<file path="src/rtl/approx_mult_pipe.sv">
// Unsigned WIDTHxWIDTH multiplier: 3 register stages. In approximate mode the low APPROX_COLS product columns are replaced by column ORs.
// The acceptance edge loads S1, so the product is visible after the third edge. When out_valid=1 and out_ready=0, every stage holds and in_ready drops.
module approx_mult_pipe #(
  parameter int WIDTH       = 6,
  parameter int APPROX_COLS = 6,
  parameter int CNT_W       = 16
) (
  input  logic                 clk,
  input  logic                 rst,
  input  logic                 in_valid,
  output logic                 in_ready,
  input  logic [WIDTH-1:0]     a,
  input  logic [WIDTH-1:0]     b,
  input  logic                 mode,
  output logic                 out_valid,
  input  logic                 out_ready,
  output logic [2*WIDTH-1:0]   p,
  output logic                 p_mode,
  input  logic                 cnt_clr,
  output logic [CNT_W-1:0]     approx_cnt
);

  localparam int PW   = 2 * WIDTH;
  localparam int HALF = WIDTH / 2;

  logic                         s1_vld_q, s2_vld_q, s3_vld_q;
  logic                         s1_mode_q, s2_mode_q, s3_mode_q;
  logic [WIDTH-1:0][WIDTH-1:0]  pp_d, pp_q;
  logic [PW-1:0]                sum_d, sum_q, carry_d, carry_q;
  logic [PW-1:0]                lo_or, hi_a, hi_b;
  logic [PW-1:0]                p_d, p_q;
  logic [CNT_W-1:0]             cnt_d, cnt_q;
  logic                         adv, accept;

  assign adv      = !s3_vld_q || out_ready;
  assign accept   = in_valid && adv;
  assign in_ready = adv;

  always_comb begin
    pp_d = '0;
    for (int i = 0; i < WIDTH; i++) begin
      for (int j = 0; j < WIDTH; j++) begin
        pp_d[i][j] = a[i] & b[j];
      end
    end
  end

  // Approximated columns only ever land in lo_or, so the two exact half-sums
  // have zero low bits and their final addition cannot carry out of them.
  always_comb begin
    lo_or = '0;
    hi_a  = '0;
    hi_b  = '0;
    for (int i = 0; i < WIDTH; i++) begin
      for (int j = 0; j < WIDTH; j++) begin
        if (s1_mode_q && ((i + j) < APPROX_COLS)) begin
          lo_or = lo_or | (PW'(pp_q[i][j]) << (i + j));
        end else if (i < HALF) begin
          hi_a = hi_a + (PW'(pp_q[i][j]) << (i + j));
        end else begin
          hi_b = hi_b + (PW'(pp_q[i][j]) << (i + j));
        end
      end
    end
    sum_d   = lo_or | hi_a;
    carry_d = hi_b;
  end

  assign p_d = sum_q + carry_q;

  always_comb begin
    cnt_d = cnt_q;
    if (cnt_clr) begin
      cnt_d = '0;
    end else if (accept && mode && (cnt_q != {CNT_W{1'b1}})) begin
      cnt_d = cnt_q + CNT_W'(1);
    end
  end

  always_ff @(posedge clk or posedge rst) begin
    if (rst) begin
      s1_vld_q  <= 1'b0;
      s1_mode_q <= 1'b0;
      pp_q      <= '0;
    end else if (adv) begin
      s1_vld_q <= in_valid;
      if (in_valid) begin
        pp_q      <= pp_d;
        s1_mode_q <= mode;
      end
    end
  end

  always_ff @(posedge clk or posedge rst) begin
    if (rst) begin
      s2_vld_q  <= 1'b0;
      s2_mode_q <= 1'b0;
      sum_q     <= '0;
      carry_q   <= '0;
    end else if (adv) begin
      s2_vld_q <= s1_vld_q;
      if (s1_vld_q) begin
        sum_q     <= sum_d;
        carry_q   <= carry_d;
        s2_mode_q <= s1_mode_q;
      end
    end
  end

  always_ff @(posedge clk or posedge rst) begin
    if (rst) begin
      s3_vld_q  <= 1'b0;
      s3_mode_q <= 1'b0;
      p_q       <= '0;
    end else if (adv) begin
      s3_vld_q <= s2_vld_q;
      if (s2_vld_q) begin
        p_q       <= p_d;
        s3_mode_q <= s2_mode_q;
      end
    end
  end

  always_ff @(posedge clk or posedge rst) begin
    if (rst) begin
      cnt_q <= '0;
    end else begin
      cnt_q <= cnt_d;
    end
  end

  assign out_valid  = s3_vld_q;
  assign p          = p_q;
  assign p_mode     = s3_mode_q;
  assign approx_cnt = cnt_q;

endmodule

</file>
<file path="config.mk">
export PLATFORM = sky130hd
export DESIGN_NAME = approx_mult_pipe
export DESIGN_NICKNAME = d
export VERILOG_FILES = /design/src/rtl/approx_mult_pipe.sv
export SDC_FILE = /design/constraint.sdc
export NUM_CORES = 1
export LEC_CHECK = 0
export CORE_MARGIN = 2
export CORE_UTILIZATION = 50
export CTS_CLUSTER_SIZE = 30
export DETAILED_ROUTE_END_ITERATION = 7
export PLACE_DENSITY = 0.7
export REMOVE_ABC_BUFFERS = 1
export SYNTH_ARGS = -nofsm -noshare
export SYNTH_HDL_FRONTEND = slang
export SYNTH_SLANG_ARGS = --single-unit
</file>
<file path="constraint.sdc">
create_clock -name clk -period 19.98 [get_ports clk]
set_clock_uncertainty 0.2 [all_clocks]
set_input_delay 5.994 -clock clk [delete_from_list [all_inputs] [get_ports clk]]
set_output_delay 5.994 -clock clk [all_outputs]
set_load 0.02 [all_outputs]
</file>
-- Yosys cells after proc, flatten, opt, wreduce, memory -nomap -nowiden
Index checks and enable logic that the tools add are counted.
- bitwise logic cells: 57
- muxes and demuxes: 44
- reduce and logical (&&, ||, !) cells: 9
- equality and inequality tests: 1
- add/sub/neg operators: 36
- operators by type and width (cell ; number):
    $mux 12 ; 39
    $add 12x6->12 ; 6
    $or 12x6->12 ; 6
    $add 12x5->12 ; 5
    $add 12x7->12 ; 5
    $or 12x5->12 ; 5
    $add 12x8->12 ; 4
    $or 12x4->12 ; 4
    $add 12x3->12 ; 3
    $add 12x4->12 ; 3
    $add 12x9->12 ; 3
    $and 1x1->1 ; 36
    $or 12x3->12 ; 3
    $mux 16 ; 2
    $add 12x10->12 ; 2
    $add 12x2->12 ; 2
    $or 12x2->12 ; 2
    $add 16x1->16 const B ; 1
    $ne 16x16->1 const B ; 1
    $add 12x11->12 ; 1
    $add 12x12->12 ; 1
    $or 12x12->12 ; 1
    $reduce_and 2->1 ; 3
    $mux 4 ; 1
    5 further kinds ; 8
- word-level logic and storage cells: 163
- output and inout port bits: 31
- bits of input ports: 18
- flip-flop bits (word level): 94

-- Logic depth before layout (Yosys ltp)
- word-level depth: 42
- depth in mapped cells: 35
- mapped depth without buffers: 32

-- Worst setup path before layout
Ideal clock, no wire load.
- kind: input-to-output
- start point: in out_ready
- end point: out in_ready
- arrival time: 6.402 ns
- stages: 2
- path slack: 7.384 ns
- path buffers: 1
- path through: nand2b_1 > clkbuf_1
- longest elaborated chain between the ends: 1
- ends and longest elaborated chain (element ; line ; RTL):
    start, declared ; 16 ; input logic out_ready,
    $logic_or 1x1->1 ; 35 ; assign adv = !s3_vld_q || out_ready;
    end, declared ; 11 ; output logic in_ready,
Every way passes these cells.

-- Final worst setup path
Ends and elaborated chain as after synthesis.

==> summary.txt <==
Routing
  – 1st-pass router iterations: 4
  – Avg WL per Cell: 15.0 um
  – Count of unresolved DRC violations after routing: 0
  – Routed via count: 4765
  – Total wire length after detailed routing: 12.9 mm
  – First DRT Iteration DRCs: 241
  – Antenna Nets Post-Route: 0
  – Number of vias per cell after detailed routing: 5.56

Yosys
  – Mux cell area share after synthesis: 3.68%
  – Mean area per synthesized cell: 9.07 um^2
  – XOR/XNOR share of the synthesized area: 9.32%
  – Simple-Gate Fraction of Synth Area: 21.7%
  – Compound-Gate Fraction of Synth Area: 13.5%
  – Synth Area in Adders: 11.4%
  – Cell type with the largest total area after synthesis: sky130_fd_sc_hd__dfrtp_1
  – Top flip-flop cell by instance count after synthesis: sky130_fd_sc_hd__dfrtp_1
  – Distinct cell type count of the synthesized netlist: 69
  – Sequential-to-total area share from yosys stat: 37.6%
  – #FFs+latches synth: 91
  – Warnings, synthesis: 0
  – Yosys top cell area share: 37.6%
  – Mapped Cells: 668
  – Biggest area contributors in the synthesized netlist: sky130_fd_sc_hd__dfrtp_1, sky130_fd_sc_hd__ha_1, sky130_fd_sc_hd__nand2_1
  – Post-Syn Area: 6060 um^2
  – Fraction of registers with async set or reset after synthesis: 100%
  – Dominant combinational cell family by area after synthesis: simple AND/OR/NAND/NOR gates
  – Number of flops mapped to enable cells by yosys: 0

Placed design
  – Final HPWL from detailed placement: 9.54 mm
  – Placer Congestion: 0.877
  – Number of input and output port buffers inserted: 48

GRT
  – Pin count of the biggest net entering global routing: 77
  – Total grt overflow: 0
  – Via count of the first global-routing pass: 4602
  – Global-route wire length before repair: 21.9 mm
  – Initial antenna violation count: 0
  – Total routing resource utilization after global routing: 21.0%

Worst hold path
  – Worst min-delay path class: register to register
  – Startpoint of the tightest hold check path: p[11]

Die
  – Starting Density: 50.8%
  – Die Wd: 114 um
  – Die outline height: 114 um
  – Number of cell rows: 40
  – Top-level port count: 49
  – Core area: 11900 um^2
  – Area of the die: 13000 um^2

Clock network
  – Post-CTS resize count: 0
  – Deepest level of the CTS H-tree: 3
  – CTS tree: built
  – Number of buffers added for setup after CTS: 0
  – Maximum buffer depth of the clock tree: 2
  – Clock Tree Root: sky130_fd_sc_hd__clkbuf_16
  – Cts bufs inserted: 9
  – Clk sink count: 91
  – CTS hold repair buffers: 0
  – Reg clk slew, reported paths: 60 ps
  – Clock network latency to the later pin of the worst-skew pair: 340 ps

STA
  – Final hold vios: 0
  – Transition at the pin with the smallest max-transition slack: 952 ps
  – Post-route minimum period: 13530 ps
  – Final slew viol count: 0
  – Setup TNS: 0 ps
  – Max-slew headroom: 36.5%
  – Highest achievable clock rate: 73.9 MHz
  – RSZ-0062 raised after global routing: no
  – Final critical-path share of the clock period: 67.7%
  – Final setup vio count: 0

Worst setup path
  – Delay-heaviest family, CP: buffers and inverters
  – Master of the slowest instance on the critical path: sky130_fd_sc_hd__clkdlybuf4s50_1
  – Reg2Reg Launch Point: s1_mode_q
  – Buffering stage count on the worst path with inverters included: 2
  – Worst Setup SP: out_ready
  – Critical path data required time: 13790 ps
  – Worst path arrival time: 7340 ps
  – Largest fanout on the critical path: 8
  – Kind of critical path: input pin to output port
  – Peak per-stage delay on the critical path: 650 ps
  – Critical path launch point type: input pin
  – Cells along the critical path: clkdlybuf4s50_1, nand2b_1, clkdlybuf4s50_1
  – Critical path capture point type: output port
  – Most used cell, CP: sky130_fd_sc_hd__clkdlybuf4s50_1

Power
  – Sum of internal, switching and leakage power: 0.665 mW
  – Static power due to leakage: 3.06 nW
  – IR Drop Worst-Case VDD: 0.0616 mV
  – Power density over the cells: 95.9 nW/um^2

Outcome
  – Status: finished, final reports clean

Final layout
  – Number of filler instances in the final layout: 1070
  – Layout Area Growth over Synthesis: 14.5%
  – Nets: 776
  – Count of inserted antenna diode cells: 0
  – Ratio of cells with drive above 1 in the final layout: 7.18%

Flow run
  – Max-Cap Viols: 0
==> report_power, final <==
group / internal [mW] / switching, mW
sequential: 0.229 / 0.0337
combinational: 0.107 / 0.133
clock: 0.0945 / 0.0679
==> per-stage QoR <==
step,hold WS [ps],instance area [um^2],utilization (%),cells,setup slack (ps)
2_1_floorplan,236,5950,-,643,7490
3_3_place_gp,251,6640,55.8,841,6460
3_5_place_dp,271,6640,55.8,841,6440
4_1_cts,285,6930,58.2,857,6440
5_1_grt,307,6930,58.2,857,6380
6_report,276,6930,58.2,857,6450
==> cell families after synthesis <==
kind of cell / after synthesis
and+or+nand+nor: 264
xor gates and xnor gates: 62
adders and majority gates: 53
muxes: 20
AOI/OAI and AO/OA: 137
DFF: 91
buffers and inverters: 41
==> cell usage in the layout, fill, tap and decap left out, types with 3 or more instances in the layout <==
master	instances
sky130_fd_sc_hd__a21oi_1	20
sky130_fd_sc_hd__nor2b_1	26
sky130_fd_sc_hd__o21a_1	6
sky130_fd_sc_hd__nor3b_1	4
sky130_fd_sc_hd__nor3_1	7
sky130_fd_sc_hd__buf_4	3
sky130_fd_sc_hd__or3_1	7
sky130_fd_sc_hd__dfrtp_1	91
sky130_fd_sc_hd__nand3_1	22
sky130_fd_sc_hd__nand4_1	8
sky130_fd_sc_hd__xor2_1	26
sky130_fd_sc_hd__nand2_1	125
sky130_fd_sc_hd__a21o_1	6
sky130_fd_sc_hd__fa_1	4
sky130_fd_sc_hd__nor4_1	4
sky130_fd_sc_hd__nor2_1	30
sky130_fd_sc_hd__xnor2_1	34
sky130_fd_sc_hd__o211ai_1	3
sky130_fd_sc_hd__clkdlybuf4s50_1	48
sky130_fd_sc_hd__o21ai_0	74
sky130_fd_sc_hd__clkbuf_16	9
sky130_fd_sc_hd__o21bai_1	5
sky130_fd_sc_hd__nand2b_1	5
sky130_fd_sc_hd__inv_1	14
sky130_fd_sc_hd__and2_1	5
sky130_fd_sc_hd__mux2i_1	4
sky130_fd_sc_hd__clkbuf_8	3
sky130_fd_sc_hd__ha_1	49
sky130_fd_sc_hd__mux2_2	15
==> worst paths after layout <==
check / end / slack [ps] / cells after the start
worst min-delay path: p[11] / 280 / 2
worst max register to register: sum_q[10] / 12910 / 28
min in group asynchronous: sum_q[9] / 5700 / 2
max in group asynchronous: carry_q[4] / 12660 / 3
worst max-delay path: in_ready / 6450 / 3
worst min register to register: p[11] / 280 / 2
==> flip-flops by register name, summed over array words and instances, names as in the netlist <==
signal	cells
p_mode	1
s2_mode_q	1
carry_q	9
pp_q	36
sum_q	12
p	12
s1_vld_q	1
approx_cnt	16
s2_vld_q	1
out_valid	1
s1_mode_q	1
==> synth_stat cells, types with 3 or more instances <==
cell type and instances:
sky130_fd_sc_hd__nor4_1 4, sky130_fd_sc_hd__o21bai_1 5, sky130_fd_sc_hd__fa_1 4, sky130_fd_sc_hd__nand4_1 8, sky130_fd_sc_hd__nor2_1 30, sky130_fd_sc_hd__xnor2_1 34
sky130_fd_sc_hd__xor2_1 26, sky130_fd_sc_hd__o21ai_0 74, sky130_fd_sc_hd__mux2i_1 4, sky130_fd_sc_hd__o211ai_1 3, sky130_fd_sc_hd__and2_1 5, sky130_fd_sc_hd__buf_1 5
sky130_fd_sc_hd__nor3_1 7, sky130_fd_sc_hd__nor2b_1 26, sky130_fd_sc_hd__nand2b_1 5, sky130_fd_sc_hd__nor3b_1 4, sky130_fd_sc_hd__dfrtp_1 91, sky130_fd_sc_hd__inv_1 15
sky130_fd_sc_hd__clkbuf_1 17, sky130_fd_sc_hd__a21oi_1 20, sky130_fd_sc_hd__nand2_1 126, sky130_fd_sc_hd__nand3_1 22, sky130_fd_sc_hd__a21o_1 6, sky130_fd_sc_hd__mux2_2 15
sky130_fd_sc_hd__or3_1 7, sky130_fd_sc_hd__o21a_1 6, sky130_fd_sc_hd__ha_1 49
==> worst reg2reg max path: cells and delay by family, from the launching register on <==
family	cells	cell delay, ps
AOI/OAI and AO/OA	3	420
xor gates and xnor gates	6	1680
adders and majority gates	9	2260
DFF	1	460
muxes	1	110
and+or+nand+nor	9	1810
==> layout make-up <==
cell class	count	area (um^2)	share of cell area [%]
multi-input cells	536	3620	52.2
flip-flops and latches	91	2280	32.8
repair buffers	51	503	7.25
clock buffers	13	270	3.90
well taps	147	184	2.65
inverters	16	61.3	0.884
clock inverters	3	21.3	0.307
==> routing by layer <==
| metal | part of all wire [%] | routed length [um] | track usage (%) | vias up |
|---|---|---|---|---|
| li1 | - | - | - | 2389 |
| met1 | 45 | 5780 | 29.0 | 2263 |
| met2 | 48 | 6240 | 33.6 | 97 |
| met3 | 4.9 | 631 | 4.29 | 16 |
| met4 | 1.7 | 220 | 6.02 | 0 |
| met5 | 0 | 0 | 0 | - |
Note: power is estimated with default switching activity, not from simulation.
